$ cat config.mk
export PLATFORM = sky130hd
export DESIGN_NAME = frsim_toggle_gen
export DESIGN_NICKNAME = d
export VERILOG_FILES = /design/src/rtl/frsim_toggle_gen.sv
export SDC_FILE = /design/constraint.sdc
export NUM_CORES = 1
export LEC_CHECK = 0
export CAP_MARGIN = 10
export CORE_AREA = 2 2 89 91
export CTS_CLUSTER_DIAMETER = 60
export DETAILED_ROUTE_END_ITERATION = 6
export DIE_AREA = 0 0 91 93
export PLACE_DENSITY = 0.81
export SLEW_MARGIN = 25
export SYNTH_ARGS = -nofsm -noshare
export SYNTH_HDL_FRONTEND = slang
export SYNTH_SLANG_ARGS = --single-unit
$ cat constraint.sdc
create_clock -name clk_i -period 2.42 [get_ports clk_i]
set_input_delay 0.484 -clock clk_i [delete_from_list [all_inputs] [get_ports clk_i]]
set_output_delay 0.484 -clock clk_i [all_outputs]
set_load 0.03 [all_outputs]
$ cat src/rtl/frsim_toggle_gen.sv
// frsim_toggle_gen: CHANNELS divided toggle outputs plus a run-length
// budget that raises done_o when the budget is spent.
// Ports: clk_i/rst_i (sync, active-high), start_i, enable_i, div_i,
//   phase_i (only with FRSIM_TOGGLE_PHASE_EN), run_limit_i;
//   tog_o, edge_o, cycles_o, busy_o, done_o (all registered).
// Optional macro: FRSIM_TOGGLE_PHASE_EN adds phase_i and its start load.
module frsim_toggle_gen #(
  parameter int CHANNELS = 4,
  parameter int DIV_W    = 8,
  parameter int RUN_W    = 16
) (
  input  logic                      clk_i,
  input  logic                      rst_i,
  input  logic                      start_i,
  input  logic [CHANNELS-1:0]       enable_i,
  input  logic [CHANNELS*DIV_W-1:0] div_i,
`ifdef FRSIM_TOGGLE_PHASE_EN
  input  logic [CHANNELS*DIV_W-1:0] phase_i,
`endif
  input  logic [RUN_W-1:0]          run_limit_i,
  output logic [CHANNELS-1:0]       tog_o,
  output logic [CHANNELS-1:0]       edge_o,
  output logic [RUN_W-1:0]          cycles_o,
  output logic                      busy_o,
  output logic                      done_o
);

  typedef enum logic [1:0] {
    ST_IDLE,
    ST_RUN,
    ST_DONE
  } state_e;

  state_e state_q, state_d;
  logic   load;

  logic [CHANNELS-1:0][DIV_W-1:0] cnt_q, cnt_d;
  logic [CHANNELS-1:0]            tog_q, tog_d;
  logic [CHANNELS-1:0]            edge_q, edge_d;
  logic [RUN_W-1:0]               cyc_q, cyc_d;
  logic                           busy_q, done_q;

  logic last_run;
  assign last_run = (run_limit_i != '0) &&
                    (cyc_q == run_limit_i - RUN_W'(1));

  always_comb begin
    state_d = state_q;
    load    = 1'b0;
    unique case (state_q)
      ST_IDLE, ST_DONE: begin
        if (start_i) begin
          state_d = ST_RUN;
          load    = 1'b1;
        end
      end
      ST_RUN: begin
        if (last_run) state_d = ST_DONE;
      end
      default: state_d = ST_IDLE;
    endcase
  end

  always_comb begin
    cnt_d  = cnt_q;
    tog_d  = tog_q;
    edge_d = '0;
    cyc_d  = cyc_q;
    if (load) begin
      cyc_d = '0;
      for (int i = 0; i < CHANNELS; i++) begin
`ifdef FRSIM_TOGGLE_PHASE_EN
        cnt_d[i] = phase_i[i*DIV_W +: DIV_W];
`else
        cnt_d[i] = '0;
`endif
      end
    end else if (state_q == ST_RUN) begin
      cyc_d = cyc_q + RUN_W'(1);
      for (int i = 0; i < CHANNELS; i++) begin
        if (enable_i[i]) begin
          // >= so a div lowered below the live count flips at once
          if (cnt_q[i] >= div_i[i*DIV_W +: DIV_W]) begin
            cnt_d[i]  = '0;
            tog_d[i]  = ~tog_q[i];
            edge_d[i] = 1'b1;
          end else begin
            cnt_d[i] = cnt_q[i] + DIV_W'(1);
          end
        end
      end
    end
  end

  always_ff @(posedge clk_i) begin
    if (rst_i) begin
      state_q <= ST_IDLE;
      cnt_q   <= '0;
      tog_q   <= '0;
      edge_q  <= '0;
      cyc_q   <= '0;
      busy_q  <= 1'b0;
      done_q  <= 1'b0;
    end else begin
      state_q <= state_d;
      cnt_q   <= cnt_d;
      tog_q   <= tog_d;
      edge_q  <= edge_d;
      cyc_q   <= cyc_d;
      busy_q  <= (state_d == ST_RUN);
      done_q  <= (state_d == ST_DONE);
    end
  end

  assign tog_o    = tog_q;
  assign edge_o   = edge_q;
  assign cycles_o = cyc_q;
  assign busy_o   = busy_q;
  assign done_o   = done_q;

endmodule

==> flow_summary.yaml, run 1 <==
synthesis:
  yosysTopAreaCell: "dfxtp_1"
  ys_seq_area_frac: 0.321
  netlist.area_leader.share: 0.321
  synth_area_leaders: "dfxtp_1 (32%), ha_1 (13%), xor2_1 (8.9%)"
  synth_fp_nets: 544
  syn_area_mm2: 0.00375
  ys.flop_type: "dfxtp_1"
  synth_cells: 450
  async_flop_share: 0
  ys_ff_latch: 60
  ys_warn_count: 0
  avgSynthCellArea_um2: 8.33
  synth.distinct_cells: 42
  synth_edf_count: 0
global_routing:
  grt_overflow: 0
  grt.total_usage: 0.219
  grt_pass1_vias: 3472
  grt_pass1_wl_um: 15200
  grt_max_degree: 17
  antenna_found_initial: 0
place:
  io_buffers: 80
  hpwl_um: 7240
  placed_cells: 661
  gp_congestion: 0.898
  place_area_mm2: 0.00491
clock_network:
  cts_tree: "yes"
  clk_latency_ns: 0.33
  h-tree-depth: 3
  clkSlewWorstSetupHoldPaths_ns: 0.06
  cts_buffer_depth: 2
  cts_buffers: 9
  cts_hold_buf: 0
  cts-root-buf: "clkbuf_8"
  cts_sinks: 60
worst_setup_path:
  reg2regPathDepth: 10
  worstPathArrival_ns: 2.55
  reg2reg_slack_ns: 0.24
  critical_path.max_fanout: 4
  cp_cell_sequence: "dlygate4sd2_1, buf_6, nor4_4, nand2_2, or4_4, nor2_2, or3_1, nand4_1, o31ai_1"
  required_ns: 2.65
  crit_slowest_cell: "or4_4"
  max_stage_delay_ns: 0.50
  worstSetupStartpointType: "primary input"
  critPathKind: "in2reg"
  worstSetupEndpointType: "register"
power_and_ir_drop:
  peakVddDrop_v: 0.000318
  pwr_density_cell_mw_per_mm2: 474
  leakagePower_nw: 2.30
routing:
  drc: 0
  met1Wirelength_um: 4080
  dr.pass1.iters: 4
  post_drt_wl_per_cell_um: 13.6
  vias: 3554
  routed.top_layer: "met4"
  ant_nets: 0
  viasPerCell: 5.23
  drt_iter0_drc: 156
  routed_wl_um: 9260
  wl_met2_um: 4670
  wl_met3_um: 402
sta:
  setup_violations: 0
  hold_viol: 0
  slew_viol_final: 0
  clock_skew_ns: 0.00632
  tightest_slew_ns: 0.624
  max_slew_margin: 0.580
  fin_crit_ns: 2.32
  finalCritPeriodShare: 0.957
  timing.fmax_mhz: 432
finish:
  final_common_cell: "clkdlybuf4s50_1"
  fillCellCount: 620
  fin_area_mm2: 0.00524
  fin_cells: 679
  drive_above_1_share: 0.114
  n_antenna_cell: 0
  final_cell_mix: "clkdlybuf4s50_1 (71), dfxtp_1 (60), nor2_1 (48)"
  ff_latch_area_mm2: 0.00120
  area_delta_synth_final_pct: 39.7
  multi_input_area_mm2: 0.00239
  layout.nets: 666
die:
  die_width_um: 91
  core_area_mm2: 0.00753
  rows: 32
  dieArea_mm2: 0.00846
  initial_utilization: 0.498
  die_h_um: 93
  io_pins: 81
outcome:
  status: "completed"
flow_run:
  drv_cap: 0
min_path:
  min_path_cells: 2
  hold_path.class: "reg2reg"
==> logic make-up after synthesis <==
group           after synthesis  synth area share
simple gates                172             0.241
compound gates               68             0.109
xor+xnor                     62             0.145
flops                        60             0.321
buf+inv                      47            0.0494
fa+ha+maj                    39             0.130
mux                           2           0.00568
==> synthesized netlist by cell type (4+ instances only) <==
cell / instances
o21ai_1: 4
xnor2_1: 24
or3_1: 8
o21ai_0: 16
a21o_1: 13
inv_1: 39
and2_0: 4
nand4_1: 21
clkbuf_1: 5
ha_1: 39
dfxtp_1: 60
nand3_1: 17
a31oi_1: 7
and3_1: 9
a21oi_1: 20
nor2_1: 50
xor2_1: 38
nor3_1: 6
nor2b_1: 4
nand2b_1: 9
nand2_1: 30
==> area by class of cell <==
cell class / instances / area share
multi-input cells: 343 / 0.457
flip-flops and latches: 60 / 0.229
repair buffers: 119 / 0.213
clock buffers: 12 / 0.0296
inverters: 39 / 0.0280
well taps: 102 / 0.0244
clock inverters: 4 / 0.0182
==> where the power goes <==
group / leakage, nW / internal [mW] / switching [mW]
combinational: 1.69 / 0.188 / 0.163
clock: 0.127 / 0.739 / 0.380
sequential: 0.484 / 0.998 / 0.0133
==> metrics by stage <==
stage | setup TNS, ns | setup WS, ns | hold WS, ns | power, mW | util
2_1_floorplan | 0 | 0.217 | 0.478 | 1.19 | -
3_3_place_gp | -3.34 | -0.327 | 0.465 | 1.36 | 0.653
3_5_place_dp | -5.16 | -0.401 | 0.495 | 1.38 | 0.653
4_1_cts | 0 | 0.0180 | 0.504 | 2.51 | 0.689
5_1_grt | -0.0222 | -0.0222 | 0.544 | 2.59 | 0.695
6_report | 0 | 0.103 | 0.503 | 2.48 | 0.695
==> metal layers <==
metal,vias to the layer above,track usage
met5,-,0
met4,0,0.0783
met3,10,0.0475
met2,92,0.381
met1,1656,0.267
li1,1796,-
==> sequential cells by signal (all words and copies together), names as in the netlist <==
register / count
busy_o: 1
cnt_q: 32
cycles_o: 16
done_o: 1
edge_o: 4
state_q: 2
tog_o: 4
==> timing repair <==
action | 4_1_cts | 5_1_grt
pin swaps | 8 | 9
setup buffers | 0 | 2
resized for setup | 6 | 13
setup endpoints to repair | 4 | 4
==> path summary, 6_finish.rpt <==
kind                             endpoint            from
worst min-delay path             tog_o[2]        tog_o[2]
worst max-delay path               done_o  run_limit_i[0]
worst min register to register   tog_o[2]        tog_o[2]
worst max register to register  cnt_q[15]        cnt_q[8]
==> critical path: cells and delay by family <==
kind	cells	cell delay (ns)
AOI/OAI and AO/OA	1	0.28
buffers and inverters	2	0.39
and+or+nand+nor	6	1.39
No activity file was read; power rests on OpenSTA's default activity.
==> run 2, diff against run 1 <==
--- a/config.mk
+++ b/config.mk
@@ -5,11 +5,13 @@
 export SDC_FILE = /design/constraint.sdc
 export NUM_CORES = 1
 export LEC_CHECK = 0
+export ABC_CLOCK_PERIOD_IN_PS = 2420
 export CAP_MARGIN = 10
 export CORE_AREA = 2 2 89 91
 export CTS_CLUSTER_DIAMETER = 60
 export DETAILED_ROUTE_END_ITERATION = 6
 export DIE_AREA = 0 0 91 93
+export GPL_TIMING_DRIVEN = 0
 export PLACE_DENSITY = 0.81
 export SLEW_MARGIN = 25
 export SYNTH_ARGS = -nofsm -noshare
==> run 2 against run 1 <==
Against the previous run: via count shrank 4.7%; combinational power shrank 11%; setup slack gained 0.047 ns; sequential power is essentially flat; sequential share of layout area grew 1.2 points; utilization shrank 3.4 points; non-clock buffer count shrank 28.
==> flow_summary.yaml, run 2 (synthesis results as in run 1) <==
finish:
  fillCellCount: 639
  fin_area_mm2: 0.00498
  layout.nets: 638
  regMostFlops: "cnt_q"
  n_antenna_cell: 0
  final_cell_mix: "clkdlybuf4s50_1 (70), dfxtp_1 (60), nor2_1 (49)"
  multi_input_area_mm2: 0.00242
  area_delta_synth_final_pct: 32.9
  largest_reg_flops: 32
  ff_latch_area_mm2: 0.00120
  fin_cells: 651
  final_common_cell: "clkdlybuf4s50_1"
  drive_above_1_share: 0.0692
routing:
  drc: 0
  dr.pass1.iters: 4
  routed_wl_um: 8550
  drt_iter0_drc: 145
  viasPerCell: 5.20
  vias: 3388
  post_drt_wl_per_cell_um: 13.1
  ant_nets: 0
place:
  placed_cells: 631
  gp_congestion: 0.822
  place_area_mm2: 0.00467
  io_buffers: 79
  dp_worst_setup_slack_ns: -0.746
  hpwl_um: 6510
clock_network:
  cts_buffers: 9
  clkSlewWorstSetupHoldPaths_ns: 0.07
  cts_hold_buf: 0
  cts_buffer_depth: 2
  clk_latency_ns: 0.34
  cts_tree: "yes"
  h-tree-depth: 3
  cts-root-buf: "clkbuf_8"
  cts_sinks: 60
worst_setup_path:
  critPathKind: "in2reg"
  crit_slowest_cell: "or3_1"
  crit_family: "simple AND/OR/NAND/NOR gates"
  worstPathArrival_ns: 2.50
  worstSetupEndpointType: "register"
  worstSetupStartpointType: "primary input"
  critical_path.max_fanout: 7
  path_buf_inv: 2
  cp_cell_sequence: "clkbuf_2, inv_1, ha_2, nor2b_1, or3_1, a31oi_1, o2111ai_1, nor4_2, nand4_1, a22o_1"
  max_stage_delay_ns: 0.34
  required_ns: 2.65
global_routing:
  grt_overflow: 0
  grt_pass1_wl_um: 14000
  grt_pass1_vias: 3231
  grt_max_degree: 13
  grt.total_usage: 0.198
  antenna_found_initial: 0
die:
  io_pins: 81
  dieArea_mm2: 0.00846
  die_h_um: 93
  rows: 32
  initial_utilization: 0.498
  die_width_um: 91
  core_area_mm2: 0.00753
power_and_ir_drop:
  total_power_mw: 2.33
  pwr_density_cell_mw_per_mm2: 467
  peakVddDrop_v: 0.000320
  leakagePower_nw: 2.13
outcome:
  status: "completed"
sta:
  setup_ws_ns: 0.150
  timing.fmax_mhz: 440
  finalCritPeriodShare: 0.938
  clock_skew_ns: 0.00845
  tightest_slew_ns: 0.524
  grt_setup_unrepaired: "no"
  fin_crit_ns: 2.27
  max_slew_margin: 0.648
  hold_viol: 0
  setup_violations: 0
  slew_viol_final: 0
min_path:
  hold_path.class: "reg2reg"
flow_run:
  drv_cap: 0
[run 2: path summary, 6_finish.rpt]
| path | endpoint | slack [ns] | startpoint | cells after the start |
|---|---|---|---|---|
| worst max-delay path | busy_o | 0.15 | run_limit_i[0] | 10 |
| worst min-delay path | tog_o[0] | 0.50 | tog_o[0] | 2 |
| worst max register to register | cnt_q[14] | 0.22 | cnt_q[8] | 9 |
| worst min register to register | tog_o[0] | 0.50 | tog_o[0] | 2 |
[run 2: metal layers]
layer,GRT usage,share of wire,wire (um),vias to the layer above
li1,-,-,-,1740
met1,0.250,0.47,4000,1561
met2,0.346,0.48,4110,79
met3,0.0395,0.045,382,8
met4,0.0568,0.0064,55,0
met5,0,0,0,-
[run 2: final cells by class]
cell class | count | share of cell area
clock inverter | 7 | 0.0201
tap | 102 | 0.0256
buffer | 8 | 0.00779
multi-input combinational | 343 | 0.485
sequential | 60 | 0.241
timing repair buffer | 83 | 0.166
inverter | 39 | 0.0294
clock buffer | 9 | 0.0249
[run 2: stage by stage]
step	TNS (ns)	util	hold WS, ns
6_report	0	0.662	0.496
5_1_grt	0	0.662	0.527
4_1_cts	0	0.656	0.499
3_5_place_dp	-9.55	0.620	0.489
3_3_place_gp	-6.93	0.620	0.467
2_1_floorplan	0	-	0.478
[run 2: worst min-delay path, delay by kind of cell (launching register included)]
family / cells / cell delay, ns
flops: 1 / 0.32
compound gates: 2 / 0.13
[run 2: power by group]
part	internal, mW	total, mW	switching, mW
Sequential	0.998	1.01	0.0138
Combinational	0.159	0.313	0.154
Clock	0.586	1.00	0.417
Total	1.74	2.33	0.585
[run 2: repair_timing]
action                                  4_1_cts  5_1_grt
hold endpoints to repair                      0        0
buffers inserted                              3        1
endpoints found under the setup margin        4       24
pin swaps                                     6        5
resized for setup                             9       14
==> patch 1: new RTL, config.mk and constraints of run 2 <==
Set the parameter `DIV_W` to 7 (it was 8).
--- a/src/rtl/frsim_toggle_gen.sv
+++ b/src/rtl/frsim_toggle_gen.sv
@@ -6,7 +6,7 @@
 // Optional macro: FRSIM_TOGGLE_PHASE_EN adds phase_i and its start load.
 module frsim_toggle_gen #(
   parameter int CHANNELS = 4,
-  parameter int DIV_W    = 8,
+  parameter int DIV_W    = 7,
   parameter int RUN_W    = 16
 ) (
   input  logic                      clk_i,
Ports: changed (resized div_i); port bits go from 81 to 77. No check against the original RTL was run, so the function may have changed too.
==> patch 1 against run 2 <==
The flow now finishes with violations (setup timing); worst setup slack worse by 0.17 ns; hold slack gained 0.0079 ns; synthesized area decreased by 6.7%; design area decreased by 9.0%; power down 21%; sequential cell count down 4; count of clock-buffer cells in the layout fell by 3; wire length fell by 4.5%; maximum frequency down 6.9%.
==> patch 1: results (changes against run 2) <==
* Share of cells above drive strength 1 at 0.0709 (+0.00165)
* R2r endpoint: cycles_o[15]$_SDFFE_PP0N_
* Switching share of power at 0.245 (-0.00627)
* Placed cells at 601 (-4.8%)
* Layout filler cell count at 706 (+10%)
* Reg2Reg Depth at 7 (-2)
* Seq/Total Area, Yosys at 0.321 (about the same)
* Antenna-violating nets left at 0 (unchanged)
* Final Setup Violations at 3 (+3)
* Status: complete, but fails checks
* Peak VDD IR at 0.230 mV (-28%)
* Crit path max fanout at 5 (-2)
* Reg2reg start: state_q[0]$_SDFF_PP0_
* Via/cell ratio at 5.28 (+1.5%)
* WP data arrival at 2.69 ns (+0.19 ns)
* Largest net degree at the start of global routing at 17 (+4)
* Gpl congestion at 0.830 (+0.94%)
* HPWL Detailed at 6390 um (-1.9%)
* Worst-Skew Late Latency at 0.31 ns (-0.03 ns)
* Number of global-route vias before repair at 3,078 (-4.7%)
* Worst Slack Setup Final at -0.0189 ns (-0.169 ns)
* Top cells by area, synth: dfxtp_1, ha_1, xor2_1
* Post-Syn Area per Cell at 8.25 um^2 (-0.96%)
* Commonest cells post-synth: dfxtp_1, nor2_1, inv_1, ha_1, xor2_1
* Max-cap viol count at 0 (unchanged)
* CTS Buf Count at 5 (-4)
* Initial DRC count at 159 (+9.7%)
* Source of the worst hold timing path: cnt_q[7]$_SDFFE_PP0P_
* Max reg flops at 28 (-13%)
* I/O Buffers at 75 (-5.1%)
* Clk slew on worst S/H paths at 0.10 ns (+0.03 ns)
* Distinct cell type count after synthesis at 49 (+17%)
* Routed WL at 8160 um (-4.5%)
* Tightest Pin Transition at 0.527 ns (+0.00318 ns)
* Total GRT Usage at 0.189 (-0.00969)
* Pre-CTS setup slack at -0.802 ns (-0.0561 ns)
* Global-route wire length before repair at 13,400 um (-4.8%)
* Min-Delay Endpoint: cnt_q[7]$_SDFFE_PP0P_
* Filler-free cell count of the finished design at 610 (-6.3%)
* Mapped Nets at 510 (-6.3%)
* Failing checks: setup timing
* Root Buffer: clkbuf_8
* Register with the most flip-flops: cnt_q
* H-tree levels at 2 (-1)
* Leakage at 1.83 nW (-14%)
* Setup Skew at 0.00861 ns (+0.000157 ns)
* Setup_tns at -0.0390 ns (-0.0390 ns)
* Final net count at 593 (-7.1%)
-- patch 1: power by group through the flow --
stage               Clock (mW)  Combinational, mW  Sequential [mW]
finish                   0.594              0.300            0.942
detailed placement           0              0.291            0.964
global placement             0              0.281            0.963
global route             0.648              0.332            0.945
CTS                      0.607              0.293            0.943
floorplan                    0              0.142            0.969
-- patch 1: kinds of logic after synthesis --
logic type | synth area share
flip-flops | 0.321
buffers and inverters | 0.0504
AND/OR/NAND/NOR | 0.233
XOR/XNOR | 0.128
adder cells (fa/ha/maj) | 0.125
AO/OA/AOI/OAI | 0.143
-- patch 1: final cells by class --
cell class	count	share of cell area
Clock inverter	2	0.00773
Tap cell	102	0.0282
Sequential cell	56	0.248
Timing Repair Buffer	77	0.166
Multi-Input combinational cell	321	0.496
Clock buffer	6	0.0160
Inverter	36	0.0298
Buffer	10	0.00856
-- patch 1: what timing repair did --
action                                  CTS  global route
gates resized for setup                  45            11
pin swaps                                 9             3
endpoints found under the setup margin    6            21
buffers inserted                          1             1
-- patch 1: worst max-delay path by stage --
stage	startpoint	endpoint	depth (start not counted)
2_1_floorplan	run_limit_i[3]	done_o$_SDFF_PP0_	7
3_3_place_gp	run_limit_i[7]	done_o$_SDFF_PP0_	8
3_5_place_dp	run_limit_i[3]	done_o$_SDFF_PP0_	8
4_1_cts	run_limit_i[7]	done_o$_SDFF_PP0_	8
5_1_grt	run_limit_i[8]	done_o$_SDFF_PP0_	8
6_report	run_limit_i[8]	done_o$_SDFF_PP0_	8
-- patch 1: routing by layer --
layer  GRT usage  wire length [um]
met5           0                 0
met1       0.217              3510
met2       0.356              4210
met3      0.0314               330
met4      0.0593               110
-- patch 1: worst max-delay path, cell delays in order --
cell,delay [ns]
buf_8,0.09
or4_4,0.54
or4_4,0.55
nor4b_4,0.24
xnor2_1,0.14
and4b_1,0.22
o2111a_2,0.26
a31o_1,0.16
-- patch 1: stage by stage --
step	hold WS [ns]	total power [mW]	cell area, um^2
final	0.504	1.84	4530
after global routing	0.533	1.92	4530
after CTS	0.503	1.84	4490
after detailed placement	0.489	1.26	4380
after global placement	0.474	1.24	4380
after floorplan	0.463	1.11	3500
==> patch 2: new RTL, settings of run 2 <==
Made on the original files. Encoding of `state_e`: now one-hot (3 bits for 3 states).
--- a/src/rtl/frsim_toggle_gen.sv
+++ b/src/rtl/frsim_toggle_gen.sv
@@ -25,10 +25,10 @@
   output logic                      done_o
 );
 
-  typedef enum logic [1:0] {
-    ST_IDLE,
-    ST_RUN,
-    ST_DONE
+  typedef enum logic [2:0] {
+    ST_IDLE = 3'b001,
+    ST_RUN  = 3'b010,
+    ST_DONE = 3'b100
   } state_e;
 
   state_e state_q, state_d;
Check against the original RTL: no difference found for any inputs over 10 cycles, from zero or initial values and one cycle with rst_i high; not proved beyond that.
==> patch 2 against run 2 <==
Worst setup slack lost 0.044 ns; synthesized area grew 3.9%; wire length grew 4.6%; non-clock buffer count shrank 2; sequential cell count grew 1; critical path depth shrank 1; sequential share of layout area is essentially flat; critical endpoint is now state_q[2]$_SDFF_PP0_; power shrank 3.8%; count of clock-buffer cells in the layout grew 3; synthesized cell count grew 2.9%; combinational power shrank 16%; design area grew 1.9%; highest routed layer unchanged.
==> patch 2: results (changes against run 2) <==
* Share of cells above drive strength 1 at 0.0735 (+0.00426)
* I/O Buffers at 78 (-1.3%)
* Synth Register Bits at 61 (+1.7%)
* Initial DRC count at 151 (+4.1%)
* Peak VDD IR at 0.280 mV (-12%)
* Seq/Total Area, Yosys at 0.314 (-0.00701)
* Routed WL at 8940 um (+4.6%)
* HPWL Detailed at 6800 um (+4.4%)
* Met3 usage at 0.0467 (+0.00725)
* Met2 Usage GRT at 0.391 (+0.0457)
* Clock buffers at 12 (+3)
* Power Internal at 1.73 mW (-0.93%)
* Number of global-route vias before repair at 3,443 (+6.6%)
* Global-route wire length before repair at 15,300 um (+9.3%)
* Met1 usage at 0.270 (+0.0197)
* Largest net degree at the start of global routing at 11 (-2)
* Final net count at 647 (+1.4%)
* Top cells by area, synth: dfxtp_1, ha_1, xor2_1
* Inverters excl. clock at 37 (-5.1%)
* Slowest-stage cell, CP: or4_1
* Multi-input gate share of total cell area at 0.497 (+0.0119)
* R2r endpoint: cnt_q[10]$_SDFFE_PP0P_
* Data buffer area share at 0.168 (-0.00489)
* Synthesized area at 3890 um^2 (+3.9%)
* CP max stage delay at 0.54 ns (+0.20 ns)
* Via/cell ratio at 5.35 (+2.9%)
* DRT met1 WL at 4060 um (+1.7%)
* Layout filler cell count at 645 (+0.94%)
* Status: completed
* Mapped Nets at 557 (+2.4%)
* Leakage at 2.12 nW (-0.25%)
* Clk tree area frac at 0.0409 (-0.00403)
* Setup Skew at 0.00661 ns (-0.00185 ns)
-- patch 2: cell types whose count changed after synthesis, moves of 4 or more --
cell      delta
nand4_1      -7
o21bai_1     +5
o21ai_1      -4
nor3b_1      +4
nor3_1       +4
nand2_1      +6
xnor2_1      -7
-- patch 2: worst reg2reg max path: stages (launching register included) --
cell and delay, ns:
dfxtp_1 0.41, inv_1 0.08, ha_1 0.28, nand2b_1 0.09
a21o_1 0.11, a21oi_1 0.06, o21ai_0 0.26, a31oi_2 0.19
o21bai_1 0.48, nor2_1 0.11
-- patch 2: what timing repair did --
action / CTS / global route
endpoints found under the setup margin: 4 / 17
gates resized for setup: 11 / 10
cloned: 0 / 0
setup buffers: 2 / 0
pin swaps: 2 / 1
-- patch 2: per-stage QoR --
| step | setup WS, ns | std cells | util |
|---|---|---|---|
| floorplan | 0.228 | 463 | - |
| global placement | -0.702 | 643 | 0.638 |
| detailed placement | -0.785 | 643 | 0.638 |
| CTS | 0.0449 | 660 | 0.669 |
| global route | -0.00239 | 660 | 0.674 |
| finish | 0.105 | 660 | 0.674 |
-- patch 2: cell families (layout without fill, tap and decap cells) --
| family | Yosys count | count (layout) | synth area share |
|---|---|---|---|
| simple gates | 180 | 180 | 0.250 |
| compound gates | 75 | 75 | 0.120 |
| flops | 61 | 61 | 0.314 |
| xor+xnor | 57 | 57 | 0.128 |
| buf+inv | 47 | 142 | 0.0530 |
| fa+ha+maj | 39 | 39 | 0.125 |
| mux | 4 | 4 | 0.0103 |
-- patch 2: power by group through the flow --
stage | logic [mW] | registers [mW] | clock network [mW]
6_report | 0.263 | 1.01 | 0.961
5_1_grt | 0.291 | 1.01 | 1.02
4_1_cts | 0.260 | 1.01 | 0.980
3_5_place_dp | 0.259 | 1.04 | 0
3_3_place_gp | 0.250 | 1.04 | 0
2_1_floorplan | 0.123 | 1.04 | 0
-- patch 2: worst min-delay path by stage --
stage,depth (start not counted),slack (ns),to,from
4_1_cts,2,0.49,tog_o[3]$_SDFFE_PP0P_,tog_o[3]$_SDFFE_PP0P_
2_1_floorplan,2,0.47,cnt_q[9]$_SDFFE_PP0P_,cnt_q[9]$_SDFFE_PP0P_
3_3_place_gp,2,0.47,tog_o[3]$_SDFFE_PP0P_,tog_o[3]$_SDFFE_PP0P_
5_1_grt,2,0.53,tog_o[3]$_SDFFE_PP0P_,tog_o[3]$_SDFFE_PP0P_
3_5_place_dp,2,0.48,tog_o[3]$_SDFFE_PP0P_,tog_o[3]$_SDFFE_PP0P_
6_report,2,0.49,tog_o[3]$_SDFFE_PP0P_,tog_o[3]$_SDFFE_PP0P_
